--- src/rtl/overlap_column_merger_pkg.sv ---
// Shared geometry and FSM encoding for the overlap processor and column merger.
package overlap_pkg;
  localparam int SIZE_OF_EACH_CORE_INPUT = 2;
  localparam int SIZE_OF_EACH_KERNEL     = 3;
  localparam int STRIDE                  = 1;
  localparam int PIX_WIDTH               = 8;

  localparam int SIZE_OF_PRSC_INPUT  = SIZE_OF_EACH_CORE_INPUT;
  localparam int SIZE_OF_PRSC_OUTPUT = STRIDE*(SIZE_OF_EACH_CORE_INPUT-1) + SIZE_OF_EACH_KERNEL
                                       + SIZE_OF_EACH_CORE_INPUT*STRIDE;
  localparam int OVERLAP              = SIZE_OF_EACH_KERNEL - STRIDE;
  localparam int EMIT                 = SIZE_OF_PRSC_OUTPUT - OVERLAP;
  localparam int NON_OVERLAPPED_CONST = EMIT - OVERLAP;

  localparam int COL_W  = PIX_WIDTH*SIZE_OF_PRSC_OUTPUT;
  localparam int OUT_W  = PIX_WIDTH*EMIT;
  localparam int TAIL_W = PIX_WIDTH*OVERLAP;

  typedef enum logic [1:0] {
    ST_IDLE  = 2'd0,
    ST_ACCUM = 2'd1,
    ST_FLUSH = 2'd2
  } state_e;
endpackage

--- src/rtl/overlap_column_merger_pix_add.sv ---
// Single-pixel overlap adder; saturates when OVERLAP_SATURATE_EN is defined, wraps otherwise.
module pix_overlap_add
  import overlap_pkg::*;
(
  input  logic [PIX_WIDTH-1:0] a_i,
  input  logic [PIX_WIDTH-1:0] b_i,
  output logic [PIX_WIDTH-1:0] sum_o
);
`ifdef OVERLAP_SATURATE_EN
  logic [PIX_WIDTH:0] wide;
  assign wide  = {1'b0, a_i} + {1'b0, b_i};
  assign sum_o = wide[PIX_WIDTH] ? {PIX_WIDTH{1'b1}} : wide[PIX_WIDTH-1:0];
`else
  assign sum_o = a_i + b_i;
`endif
endmodule

--- src/rtl/overlap_column_merger.sv ---
// Overlap-adds consecutive prsc columns and streams finalized pixels; drains the tail on last column.
// Build option: OVERLAP_SATURATE_EN selects saturating instead of wrapping pixel adds.
module overlap_column_merger
  import overlap_pkg::*;
(
  input  logic             clk_i,
  input  logic             rst_i,
  input  logic             en_i,
  input  logic             valid_i,
  input  logic             last_i,
  input  logic [COL_W-1:0] column_i,
  output logic             ready_o,
  output logic             valid_o,
  input  logic             ready_i,
  output logic [OUT_W-1:0] merged_o,
  output logic             flush_o
);
  state_e state_q, state_d;
  logic valid_q, valid_d, flush_q, flush_d, err_drop_q, err_drop_d;
  logic [OUT_W-1:0] merged_q, merged_d;
  logic [TAIL_W-1:0] tail_q, tail_d, tail_eff, sum;
  logic out_free, accept, drain, flush_load;

  assign out_free   = !valid_q | ready_i;
  assign ready_o    = !rst_i & en_i & (state_q != ST_FLUSH) & out_free;
  assign accept     = valid_i & ready_o;
  assign drain      = valid_q & ready_i;
  assign flush_load = !rst_i & en_i & (state_q == ST_FLUSH) & out_free;
  assign tail_eff   = (state_q == ST_IDLE) ? '0 : tail_q;

  for (genvar k = 0; k < OVERLAP; k++) begin : g_add
    pix_overlap_add u_add (
      .a_i  (column_i[k*PIX_WIDTH +: PIX_WIDTH]),
      .b_i  (tail_eff[k*PIX_WIDTH +: PIX_WIDTH]),
      .sum_o(sum[k*PIX_WIDTH +: PIX_WIDTH])
    );
  end

  always_ff @(posedge clk_i) begin
    if (rst_i) state_q <= ST_IDLE;
    else       state_q <= state_d;
  end

  always_comb begin
    state_d = state_q;
    case (state_q)
      ST_IDLE, ST_ACCUM: if (accept) state_d = last_i ? ST_FLUSH : ST_ACCUM;
      ST_FLUSH:          if (flush_load) state_d = ST_IDLE;
      default:           state_d = ST_IDLE;
    endcase
  end

  // Accept and flush are mutually exclusive: ready_o is low in FLUSH.
  always_comb begin
    valid_d    = valid_q;
    flush_d    = flush_q;
    merged_d   = merged_q;
    tail_d     = tail_q;
    err_drop_d = err_drop_q | (valid_i & !ready_o);
    if (drain) begin
      valid_d = 1'b0;
      flush_d = 1'b0;
    end
    if (accept) begin
      merged_d = {column_i[EMIT*PIX_WIDTH-1:TAIL_W], sum};
      tail_d   = column_i[COL_W-1:EMIT*PIX_WIDTH];
      valid_d  = 1'b1;
      flush_d  = 1'b0;
    end else if (flush_load) begin
      merged_d = OUT_W'(tail_q);
      tail_d   = '0;
      valid_d  = 1'b1;
      flush_d  = 1'b1;
    end
  end

  always_ff @(posedge clk_i) begin
    if (rst_i) begin
      valid_q    <= 1'b0;
      flush_q    <= 1'b0;
      merged_q   <= '0;
      tail_q     <= '0;
      err_drop_q <= 1'b0;
    end else begin
      valid_q    <= valid_d;
      flush_q    <= flush_d;
      merged_q   <= merged_d;
      tail_q     <= tail_d;
      err_drop_q <= err_drop_d;
    end
  end

  assign valid_o  = valid_q;
  assign flush_o  = flush_q;
  assign merged_o = merged_q;
endmodule

--- config.mk ---
export PLATFORM = sky130hd
export DESIGN_NAME = overlap_column_merger
export DESIGN_NICKNAME = d
export VERILOG_FILES = /design/src/rtl/overlap_column_merger_pkg.sv /design/src/rtl/overlap_column_merger_pix_add.sv /design/src/rtl/overlap_column_merger.sv
export SDC_FILE = /design/constraint.sdc
export NUM_CORES = 1
export LEC_CHECK = 0
export BUFFER_PORTS_ARGS = -buffer_cell sky130_fd_sc_hd__buf_2
export CELL_PAD_IN_SITES_DETAIL_PLACEMENT = 1
export CELL_PAD_IN_SITES_GLOBAL_PLACEMENT = 1
export CORE_MARGIN = 2
export CORE_UTILIZATION = 30
export CTS_BUF_LIST = sky130_fd_sc_hd__clkbuf_2
export DETAILED_ROUTE_END_ITERATION = 8
export PLACE_DENSITY = 0.73
export REMOVE_ABC_BUFFERS = 1
export SETUP_SLACK_MARGIN = 0.4
export SLEW_MARGIN = 20
export SYNTH_ARGS = -nofsm -noshare
export SYNTH_HDL_FRONTEND = slang
export SYNTH_HIERARCHICAL = 1
export SYNTH_SLANG_ARGS = --single-unit
--- constraint.sdc ---
create_clock -name clk_i -period 3.3 [get_ports clk_i]
set_input_delay 0.495 -clock clk_i [delete_from_list [all_inputs] [get_ports clk_i]]
set_output_delay 0.495 -clock clk_i [all_outputs]
set_load 0.02 [all_outputs]
==> parameters.txt, run 1 <==
Parameter                              Value

Run
  Max-cap check violation count ... 0

CTS
  Total of hold buffers inserted after clock tree synthesis ... 0
  Number of resized instances in the post-cts repair step ... 0
  Clk_lat worst skew ... 0.45 ns
  Maximum count of clock buffers along a single path ... 2
  Total clock buffers created by CTS ... 5
  Number of post-CTS setup repair buffers ... 0
  Clock Root Buffer ... clkbuf_2
  Clock tree from TritonCTS ... yes
  Clock slew at reported path FFs ... 0.29 ns
  CTS sink cnt ... 52
  Count of H-tree levels built during CTS ... 2

Worst hold path
  Classification of the worst-slack hold path ... in2reg
  Hold Crit Start ... column_i[18]

Floorplanning
  Std-Cell Core Area ... 8640 um^2
  Width of the chip ... approximately 100 um
  Number of placed I/O pins ... 89
  Die Height ... a little under 100 um
  Core Rows ... 34
  Starting Density ... 30.6%
  Total Die Area ... 9580 um^2

Yosys
  Asr flop ratio synth ... 0%
  Number of different library cells in the post-synthesis netlist ... 43
  Number of instances in the synthesized netlist ... 287
  Post-synthesis sequential area ratio ... about 39%
  Number of flops mapped to enable cells by yosys ... 0
  Flop and latch count out of synthesis ... between 50 and 60
  Total standard cell area after synthesis ... around 2600 um^2
  Avg Inst Size Synth ... just over 9 um^2
  Warnings from Yosys ... 6
  Most frequently used flop master after synthesis ... dfxtp_1

Timing
  Layout Skew ... 0.0144 ns
  Final hold viol count ... 0
  Worst-margin pin slew ... ~0.77 ns
  Clock period minus worst slack ... roughly 2.5 ns
  Fin Setup TNS ... 0 ns
  Fmax ... a little under 400 MHz
  Relative slew slack ... around half
  Count of final setup violators ... 0
  Max-slew violation count ... 0
  Final cycle utilization of the critical path ... ~77%
  RSZ-0062 raised after global routing ... false

Run status
  Status ... completed

Drt
  Routed length per placed instance ... roughly 16 um
  Remaining antenna violation count ... 0
  Vias ... approximately 2500
  Violation count after the first detailed-routing iteration ... just over 60
  Average vias per placed instance ... around 5
  Pre-antenna DRT Iters ... 4
  DRC errors left ... 0
  Wire length reported by the detailed router ... between 7000 and 8000 um

Pwr
  Power density over the cells ... ~370 nW/um^2
  Static Leak ... roughly 1.4 nW
  Peak supply drop ... 0.148 mV

Global routing
  Global-route congestion overflow total ... 0
  Total routing resource utilization after global routing ... between 10% and 20%
  Vias in the first global route ... 2545
  Number of antenna violations at the first check in global routing ... 0
  Largest net degree at the start of global routing ... 38
  First-pass GRT wire length ... ~12000 um

Placement
  IO Port Bufs ... a little under 90
  Total half-perimeter wirelength after legalization and detailed placement ... ~5700 um
  Final estimated routing congestion in global placement ... 0.784

Setup path
  Endpoint required time on the critical path ... ~3.7 ns
  Crit end category ... register
  Critical path cell sequence ... nor2_1 -> buf_4 -> nor2b_1 -> ha_1 -> inv_1 -> fa_1 -> nor2b_4 -> o31a_1 -> or4_1 -> nand3_1 -> nor2_1 -> a211oi_1
  Data arrival time at the worst-slack endpoint ... between 2 and 3 ns
  Most common cell type on the critical path ... nor2_1
  Crit path max-delay family ... simple AND/OR/NAND/NOR gates
  Cell with the largest stage delay on the worst path ... dfxtp_1
  R2r startpoint ... state_q[1]
  Critical path class ... reg2reg
  Setup crit start ... state_q[1]
  Slowest Stage Delay on Critical Path ... ~0.42 ns
  Worst-path fanout max ... 8
  Startpoint class of the critical path ... register
  Number of buffers and inverters on the critical path ... 2

Cells and area
  Share of cells above drive strength 1 ... just under 30%
  Area growth, synth to finish ... 21.7%
  Reg area ... ~1000 um^2
  Area of combinational cells with multiple inputs ... 1470 um^2
  Fillers ... 1049
  Net count of the finished layout ... around 440
  Antenna diode count ... 0
  Fin util ... about 37%
final cells by class:
type,instances,area share [%]
flip-flops and latches,52,32.4
repair buffers,94,15.1
multi-input cells,209,45.7
inverters,10,1.17
clock inverters,3,0.661
well taps,108,4.20
clock buffers,5,0.778
per-layer routing:
metal	track usage [%]	part of all wire [%]	vias to the layer above
li1	-	-	1217
met4	3.95	0.71	0
met5	0	0	-
met1	21.7	48	1178
met2	24.4	45	76
met3	4.65	6.9	5
state kept, by name, indices dropped and copies added (netlist names):
signal and count:
valid_o 1, flush_o 1, tail_q 16, state_q 2
merged_o 32
path summary, 6_finish.rpt:
check	slack, ns	to	cells after the start
worst max-delay path	0.77	merged_o[14]	12
worst min-delay path	0.23	merged_o[18]	2
worst max register to register	0.77	merged_o[14]	12
worst min register to register	0.48	merged_o[10]	2
synthesized netlist by cell type (2+ instances only):
cell / n / area [um^2]
a211oi_1: 18 / 135
nand2b_1: 4 / 25.0
o21ai_0: 5 / 25.0
xnor2_1: 5 / 43.8
nand2_1: 22 / 82.6
xor2_1: 3 / 26.3
buf_2: 9 / 45.0
inv_1: 10 / 37.5
a22o_1: 32 / 280
buf_4: 2 / 15.0
o21a_1: 2 / 15.0
nor2b_4: 2 / 27.5
nor3_1: 3 / 15.0
ha_1: 14 / 175
o31a_1: 2 / 17.5
nor2b_1: 17 / 106
dfxtp_1: 52 / 1040
nor2_1: 23 / 86.3
o211ai_1: 4 / 30.0
nand3_1: 2 / 10.0
a21o_1: 2 / 15.0
clkbuf_1: 3 / 11.3
fa_1: 2 / 40.0
a21oi_1: 29 / 145
buf_6: 2 / 22.5
stage by stage:
stage	hold slack (ns)	cells	cell area, um^2	power (W)	worst slack [ns]
floorplan	0.457	271	2550	0.000826	0.702
global placement	0.449	473	3170	0.000920	0.947
detailed placement	0.454	473	3170	0.000926	0.806
CTS	0.208	481	3220	0.00120	0.733
global route	0.178	481	3220	0.00126	0.609
finish	0.228	481	3220	0.00119	0.773
report_power, final:
| group | internal [W] | leakage, nW | total [W] | switching (W) |
|---|---|---|---|---|
| combinational | 0.0000993 | 0.975 | 0.000227 | 0.000128 |
| clock | 0.0000539 | 0.0294 | 0.000274 | 0.000220 |
| sequential | 0.000665 | 0.425 | 0.000686 | 0.0000211 |
| total | 0.000818 | 1.43 | 0.00119 | 0.000370 |
layout by cell type, fill, tap and decap left out, drive strengths merged, types with 2 or more instances in the layout:
master | Yosys | layout
buf | 13 | 94
dfxtp | 52 | 52
a22o | 32 | 32
a21oi | 30 | 30
nor2 | 23 | 23
nand2 | 22 | 22
nor2b | 20 | 20
a211oi | 19 | 19
ha | 14 | 14
inv | 10 | 11
clkbuf | 3 | 5
o21ai | 5 | 5
xnor2 | 5 | 5
nand2b | 4 | 4
o211ai | 4 | 4
nor3 | 3 | 3
xor2 | 3 | 3
nand3 | 2 | 2
o21a | 2 | 2
o31a | 2 | 2
a21o | 2 | 2
fa | 2 | 2
o311ai | 2 | 2
cells by family after synthesis:
family | count (synthesis) | share of synthesized area [%]
compound gates | 103 | 28.9
simple gates | 82 | 16.0
flops | 52 | 39.4
buf+inv | 26 | 4.97
fa+ha+maj | 16 | 8.14
xor+xnor | 8 | 2.65
Power figures use the tool's default switching activity.
==> run 2, diff against run 1 <==
ABC_AREA = 1   (was not set)
clock period = 2.65 ns   (was 3.3 ns; I/O delays follow)
==> parameters.txt, run 2 <==
Parameter                              Value

Timing
  Min Hold Slack ... 0.115 ns (-0.113 ns)
  Clock period minus worst slack ... 2.12 ns (-0.408 ns)
  Final worst-path setup slack ... 0.531 ns (-0.242 ns)
  Count of final setup violators ... 0 (unchanged)
  Final cycle utilization of the critical path ... 80.0% (+3.4 points)
  Final hold viol count ... 0 (unchanged)
  Relative slew slack ... 61.8% (+13 points)
  Layout Skew ... 0.0342 ns (+0.0198 ns)
  Fmax ... 472 MHz (+19%)
  Worst-margin pin slew ... 0.572 ns (-0.193 ns)
  Max-slew violation count ... 0 (unchanged)
  Fin Setup TNS ... 0 ns (unchanged)
  RSZ-0062 raised after global routing ... false

Run status
  Status ... completed

CTS
  Clock tree from TritonCTS ... yes
  Clk_lat worst skew ... 0.47 ns (+0.02 ns)
  Count of H-tree levels built during CTS ... 2 (unchanged)
  Clock Root Buffer ... clkbuf_2
  Clock slew at reported path FFs ... 0.31 ns (+0.02 ns)
  Total of hold buffers inserted after clock tree synthesis ... 0 (unchanged)
  Maximum count of clock buffers along a single path ... 2 (unchanged)
  Total clock buffers created by CTS ... 5 (unchanged)
  CTS sink cnt ... 52 (unchanged)

Setup path
  Flop-to-flop setup slack ... 0.53 ns (-0.24 ns)
  Data arrival time at the worst-slack endpoint ... 2.53 ns (-0.39 ns)
  Worst-path fanout max ... 8 (unchanged)
  Reg-to-reg critical path endpoint ... merged_o[12]
  Startpoint class of the critical path ... register
  R2r startpoint ... state_q[0]
  Critical path class ... reg2reg
  Worst Reg-to-Reg Cells ... 15 (+3)
  Endpoint required time on the critical path ... 3.07 ns (-0.62 ns)
  Crit end category ... register

Floorplanning
  Number of placed I/O pins ... 89 (unchanged)
  Total Die Area ... 11600 um^2 (+22%)
  Starting Density ... 31.1% (+0.51 points)
  Core Rows ... 37 (+8.8%)
  Width of the chip ... 108 um (+10%)
  Die Height ... 108 um (+10%)
  Std-Cell Core Area ... 10400 um^2 (+21%)

Yosys
  Flop and latch count out of synthesis ... 52 (unchanged)
  Number of flops mapped to enable cells by yosys ... 0 (unchanged)
  Commonest cells in the netlist ... nand2_1 (128), inv_1 (60), dfxtp_1 (52)
  Post-synthesis sequential area ratio ... 32.1% (-7.3 points)
  Leading post-synthesis cells by cell area ... dfxtp_1 (32%), nand2_1 (15%), a21oi_2 (7.3%)
  Xor-xnor portion of the synthesized cell area ... 3.32% (+0.67 points)
  Largest area contributor in the synthesized netlist ... dfxtp_1
  Number of instances in the synthesized netlist ... 446 (+55%)
  Synth Area in Compound Gates ... 10.1% (-19 points)
  Total standard cell area after synthesis ... 3240 um^2 (+23%)
  Multiplexer share of the synthesized area ... 0% (unchanged)
  Dominant combinational cell family by area after synthesis ... simple AND/OR/NAND/NOR gates
  Asr flop ratio synth ... 0% (unchanged)
  Share of the synthesized area in the top cell type ... 32.1% (-7.3 points)
  Most frequently used flop master after synthesis ... dfxtp_1
  Warnings from Yosys ... 6 (unchanged)
  Number of different library cells in the post-synthesis netlist ... 33 (-23%)
  Simple-gate area share of the yosys netlist ... 35.4% (+19 points)
  Library cell with the highest instance count after synthesis ... nand2_1
  Adder-Cell Fraction of Synth Area ... 6.64% (-1.5 points)
  Avg Inst Size Synth ... 7.27 um^2 (-21%)

Pwr
  Tot Pwr ... 0.00156 W (+32%)
  Static Leak ... 1.86 nW (+30%)
  Power density over the cells ... 403 nW/um^2 (+9.1%)
  Peak supply drop ... 0.184 mV (+24%)

Cells and area
  Number of flip-flops under the largest register name ... 32 (unchanged)
  Area growth, synth to finish ... 19.6%
  Most used cells in the layout excluding fill and tap cells ... nand2_1 (127), buf_2 (88), inv_1 (59)
  Net count of the finished layout ... 599 (+36%)
  Most common cell after layout, fill and taps aside ... nand2_1
  Antenna diode count ... 0 (unchanged)
  Share of cells above drive strength 1 ... 35.7% (+6.2 points)
  Fin util ... 37.2% (about the same)
  Fillers ... 1363 (+30%)

Worst hold path
  Worst Hold End ... merged_o[27]
  Hold Crit Start ... column_i[27]
  Classification of the worst-slack hold path ... in2reg
  Worst hold path stage count ... 3 (+1)

Drt
  M1 wire length ... 4100 um (+14%)
  Pre-antenna DRT Iters ... 4 (unchanged)
  Detailed route wirelength on metal2 ... 4710 um (+41%)
  DRC errors left ... 0 (unchanged)
  Detailed-routed wire length on met3 ... 457 um (-12%)
  Violation count after the first detailed-routing iteration ... 48 (-23%)
  Routed length per placed instance ... 14.0 um (-10%)
  Wire length reported by the detailed router ... 9320 um (+24%)
  Max Used Layer ... met4
  Vias ... 3067 (+24%)
  Average vias per placed instance ... 4.61 (-11%)
  Remaining antenna violation count ... 0 (unchanged)

Run
  Max-cap check violation count ... 0 (unchanged)

Global routing
  Vias in the first global route ... 3292 (+29%)
  Global-route congestion overflow total ... 0 (unchanged)
  Total routing resource utilization after global routing ... 16.4% (+0.62 points)
  Number of antenna violations at the first check in global routing ... 0 (unchanged)
  First-pass GRT wire length ... 15300 um (+23%)
  Largest net degree at the start of global routing ... 39 (+2.6%)

Placement
  IO Port Bufs ... 88 (unchanged)
  Total half-perimeter wirelength after legalization and detailed placement ... 6460 um (+13%)
  Setup WS pre-CTS ... 0.420 ns (-0.386 ns)
  Final estimated routing congestion in global placement ... 0.772 (-1.5%)
==> run 2: where the power goes <==
group | switching (W) | total, W | leakage [nW] | internal, W
combinational | 0.000185 | 0.000294 | 1.40 | 0.000110
clock | 0.000282 | 0.000439 | 0.0390 | 0.000157
sequential | 0.0000165 | 0.000828 | 0.423 | 0.000812
total | 0.000483 | 0.00156 | 1.86 | 0.00108
==> run 2: critical path: stages, from the launching register on <==
cell	delay (ns)
dfxtp_2	0.43
nor2_2	0.05
buf_6	0.14
nor2_2	0.09
ha_2	0.18
inv_1	0.05
fa_2	0.37
inv_2	0.05
nand2_1	0.05
nand2_2	0.07
nand2_1	0.06
xnor2_1	0.17
nand4_1	0.12
nand3_1	0.11
nand2_1	0.05
inv_1	0.05
==> run 2: per-stage QoR <==
stage | area (um^2) | std cells
3_5_place_dp | 3750 | 654
5_1_grt | 3880 | 666
6_report | 3880 | 666
2_1_floorplan | 3090 | 427
3_3_place_gp | 3750 | 654
4_1_cts | 3820 | 662
==> run 2: cells by family (layout without fill, tap and decap cells) <==
group	count (synthesis)	after routing
AND/OR/NAND/NOR	243	243
buffers and inverters	85	169
flip-flops	52	52
AO/OA/AOI/OAI	42	42
adder cells (fa/ha/maj)	16	16
XOR/XNOR	8	8
==> run 2: worst max path at each step <==
stage                         endpoint  slack (ns)        from
after floorplan           merged_o[15]        0.52  state_q[1]
after global placement     merged_o[6]        0.52  state_q[1]
after detailed placement  merged_o[12]        0.42  state_q[1]
after CTS                 merged_o[12]        0.41  state_q[1]
after global routing      merged_o[12]        0.38  state_q[0]
final                     merged_o[12]        0.53  state_q[0]
==> run 2: routing by layer <==
metal | up-vias | track usage [%]
li1 | 1550 | -
met1 | 1450 | 19.7
met2 | 62 | 30.5
met3 | 5 | 3.38
met4 | 0 | 2.93
met5 | - | 0
==> run 2: what timing repair did <==
| item | 4_1_cts | 5_1_grt |
|---|---|---|
| setup buffers | 0 | 3 |
| resized for setup | 2 | 13 |
| endpoints found under the setup margin | 4 | 7 |
| gates cloned | 0 | 1 |
| pin swaps | 0 | 5 |
==> run 2: area by class of cell <==
type | instances | area [um^2] | area share (%)
clock buffers | 5 | 25.0 | 0.646
clock inverters | 3 | 42.5 | 1.10
inverters | 66 | 258 | 6.65
multi-input cells | 309 | 1830 | 47.1
flip-flops and latches | 52 | 1050 | 27.0
well taps | 136 | 170 | 4.39
repair buffers | 95 | 509 | 13.1
==> run 3, diff against run 2 <==
PLACE_DENSITY = 0.75   (was 0.73)
clock period = 1.7 ns   (was 2.65 ns; I/O delays follow)
==> parameters.txt, run 3 (synthesis gave the netlist of run 2 again) <==
Parameter                              Value

Timing
  Final hold viol count ... 0 (unchanged)
  Clock period minus worst slack ... 2.38 ns (+0.257 ns)
  Relative slew slack ... 57.7% (-4.2 points)
  Worst-margin pin slew ... 0.635 ns (+0.0625 ns)
  Max-slew violation count ... 0 (unchanged)
  Final cycle utilization of the critical path ... 140% (+60 points)
  Final worst-path setup slack ... -0.676 ns (-1.21 ns)
  Count of final setup violators ... 53 (+53)
  RSZ-0062 raised after global routing ... true
  Layout Skew ... 0.0400 ns (+0.00587 ns)
  Fmax ... 421 MHz (-11%)

Floorplanning
  Die Height ... 108 um (unchanged)
  Number of placed I/O pins ... 89 (unchanged)
  Core Rows ... 37 (unchanged)
  Std-Cell Core Area ... 10400 um^2 (unchanged)
  Starting Density ... 31.1% (unchanged)
  Total Die Area ... 11600 um^2 (unchanged)
  Width of the chip ... 108 um (unchanged)

Placement
  Placed insts ... 682 (+4.3%)
  Total half-perimeter wirelength after legalization and detailed placement ... 6740 um (+4.3%)
  Final estimated routing congestion in global placement ... 0.803 (+4.1%)
  IO Port Bufs ... 88 (unchanged)
  Placed cell areas ... 3960 um^2 (+5.6%)
  Setup WS pre-CTS ... -0.381 ns (-0.800 ns)

Pwr
  Peak supply drop ... 0.393 mV (+110%)
  Power density over the cells ... 467 nW/um^2 (+16%)
  Tot Pwr ... 0.00281 W (+80%)
  Static Leak ... 2.80 nW (+50%)

Setup path
  Startpoint class of the critical path ... register
  Endpoint required time on the critical path ... 2.12 ns (-0.95 ns)
  Critical path class ... reg2reg
  Number of buffers and inverters on the critical path ... 4 (unchanged)
  Cell with the largest stage delay on the worst path ... dfxtp_4
  Crit end category ... register
  Crit path max-delay family ... simple AND/OR/NAND/NOR gates
  Worst-path fanout max ... 5 (-3)
  Data arrival time at the worst-slack endpoint ... 2.80 ns (+0.27 ns)
  Slowest Stage Delay on Critical Path ... 0.44 ns (about the same)
  Critical path cell sequence ... nor2_4 -> buf_6 -> nor2_4 -> ha_4 -> inv_2 -> fa_2 -> inv_2 -> nand2_2 -> nand2_2 -> nand2_1 -> xnor2_1 -> nand4_1 -> nand3_1 -> nand2_1 -> inv_1

CTS
  Clock slew at reported path FFs ... 0.31 ns (about the same)
  Count of H-tree levels built during CTS ... 2 (unchanged)
  Total clock buffers created by CTS ... 5 (unchanged)
  Clk_lat worst skew ... 0.49 ns (+0.02 ns)
  Maximum count of clock buffers along a single path ... 2 (unchanged)
  Clock Root Buffer ... clkbuf_2
  Clock tree from TritonCTS ... yes
  CTS sink cnt ... 52 (unchanged)

Drt
  Average vias per placed instance ... 4.98 (+8.2%)
  Vias ... 3931 (+28%)
  Wire length reported by the detailed router ... 16400 um (+76%)
  Routed length per placed instance ... 20.8 um (+49%)
  Pre-antenna DRT Iters ... 4 (unchanged)
  Remaining antenna violation count ... 0 (unchanged)
  Violation count after the first detailed-routing iteration ... 142 (+200%)
  DRC errors left ... 0 (unchanged)

Cells and area
  Share of cells above drive strength 1 ... 64.0% (+28 points)
  Number of flip-flops under the largest register name ... 32 (unchanged)
  Net count of the finished layout ... 722 (+21%)
  Total non-filler cell area in the finished layout ... 6020 um^2 (+55%)
  Most common cell after layout, fill and taps aside ... nand2_1
  Final standard cell count with taps included and fillers excluded ... 789 (+18%)
  Most used cells in the layout excluding fill and tap cells ... nand2_1 (77), buf_4 (61), buf_2 (58)
  Fin util ... 57.8% (+21 points)
  Area growth, synth to finish ... 85.9%
  Antenna diode count ... 0 (unchanged)

Global routing
  Vias in the first global route ... 3958 (+20%)
  First-pass GRT wire length ... 20100 um (+31%)
  Total routing resource utilization after global routing ... 22.2% (+5.8 points)
  Number of antenna violations at the first check in global routing ... 0 (unchanged)
  Largest net degree at the start of global routing ... 36 (-7.7%)
  Global-route congestion overflow total ... 0 (unchanged)

Run status
  Violated checks ... setup timing
  Status ... finished, violations left

Run
  Max-cap check violation count ... 0 (unchanged)

Worst hold path
  Classification of the worst-slack hold path ... in2reg
## run 3: repair_timing
action | in CTS | in global routing
buffers inserted | 31 | 26
pin swaps | 59 | 74
endpoints found under the hold margin | 31 | 0
cloned | 10 | 1
gates resized for setup | 169 | 138
hold buffers | 31 | 0
setup endpoints to repair | 77 | 87
## run 3: worst paths after layout
kind                                    from            to  slack [ns]  depth (start not counted)
worst max-delay path              state_q[0]  merged_o[12]       -0.68                         15
worst min-delay path            column_i[41]     tail_q[9]        0.03                          3
worst min register to register  merged_o[26]  merged_o[26]        0.49                          2
worst max register to register    state_q[0]  merged_o[12]       -0.68                         15
## run 3: layout make-up
| class | instances | area (um^2) |
|---|---|---|
| repair inverters | 4 | 53.8 |
| fillers | 1206 | 4390 |
| clock buffers | 5 | 25.0 |
| repair buffers | 214 | 1930 |
| inverters | 66 | 278 |
| flip-flops and latches | 52 | 1090 |
| clock inverters | 3 | 17.5 |
| well taps | 136 | 170 |
| multi-input cells | 309 | 2470 |
## run 3: routing by layer
layer	track usage (%)	share of wire (%)
met1	26.4	37
met5	0	0
met4	5.40	4.4
met3	3.86	4.9
met2	41.3	53
## run 3: power by group
group / leakage, nW / total [W] / switching (W) / internal [W]
combinational: 2.33 / 0.000936 / 0.000482 / 0.000454
clock: 0.0308 / 0.000566 / 0.000465 / 0.000101
sequential: 0.439 / 0.00131 / 0.0000396 / 0.00127
total: 2.80 / 0.00281 / 0.000987 / 0.00182
## run 3: worst reg2reg max path: cells and delay by family (launching register included)
| kind | cells | cell delay [ns] |
|---|---|---|
| simple gates | 8 | 0.73 |
| fa+ha+maj | 2 | 0.55 |
| flops | 1 | 0.44 |
| buf+inv | 4 | 0.34 |
| xor+xnor | 1 | 0.26 |
## run 3: stage by stage
stage,hold slack (ns),TNS (ns)
2_1_floorplan,0.317,-12.35
3_3_place_gp,0.449,-1.94
3_5_place_dp,0.463,-2.87
4_1_cts,0.00829,-4.85
5_1_grt,-0.0125,-18.69
6_report,0.0277,-15.98
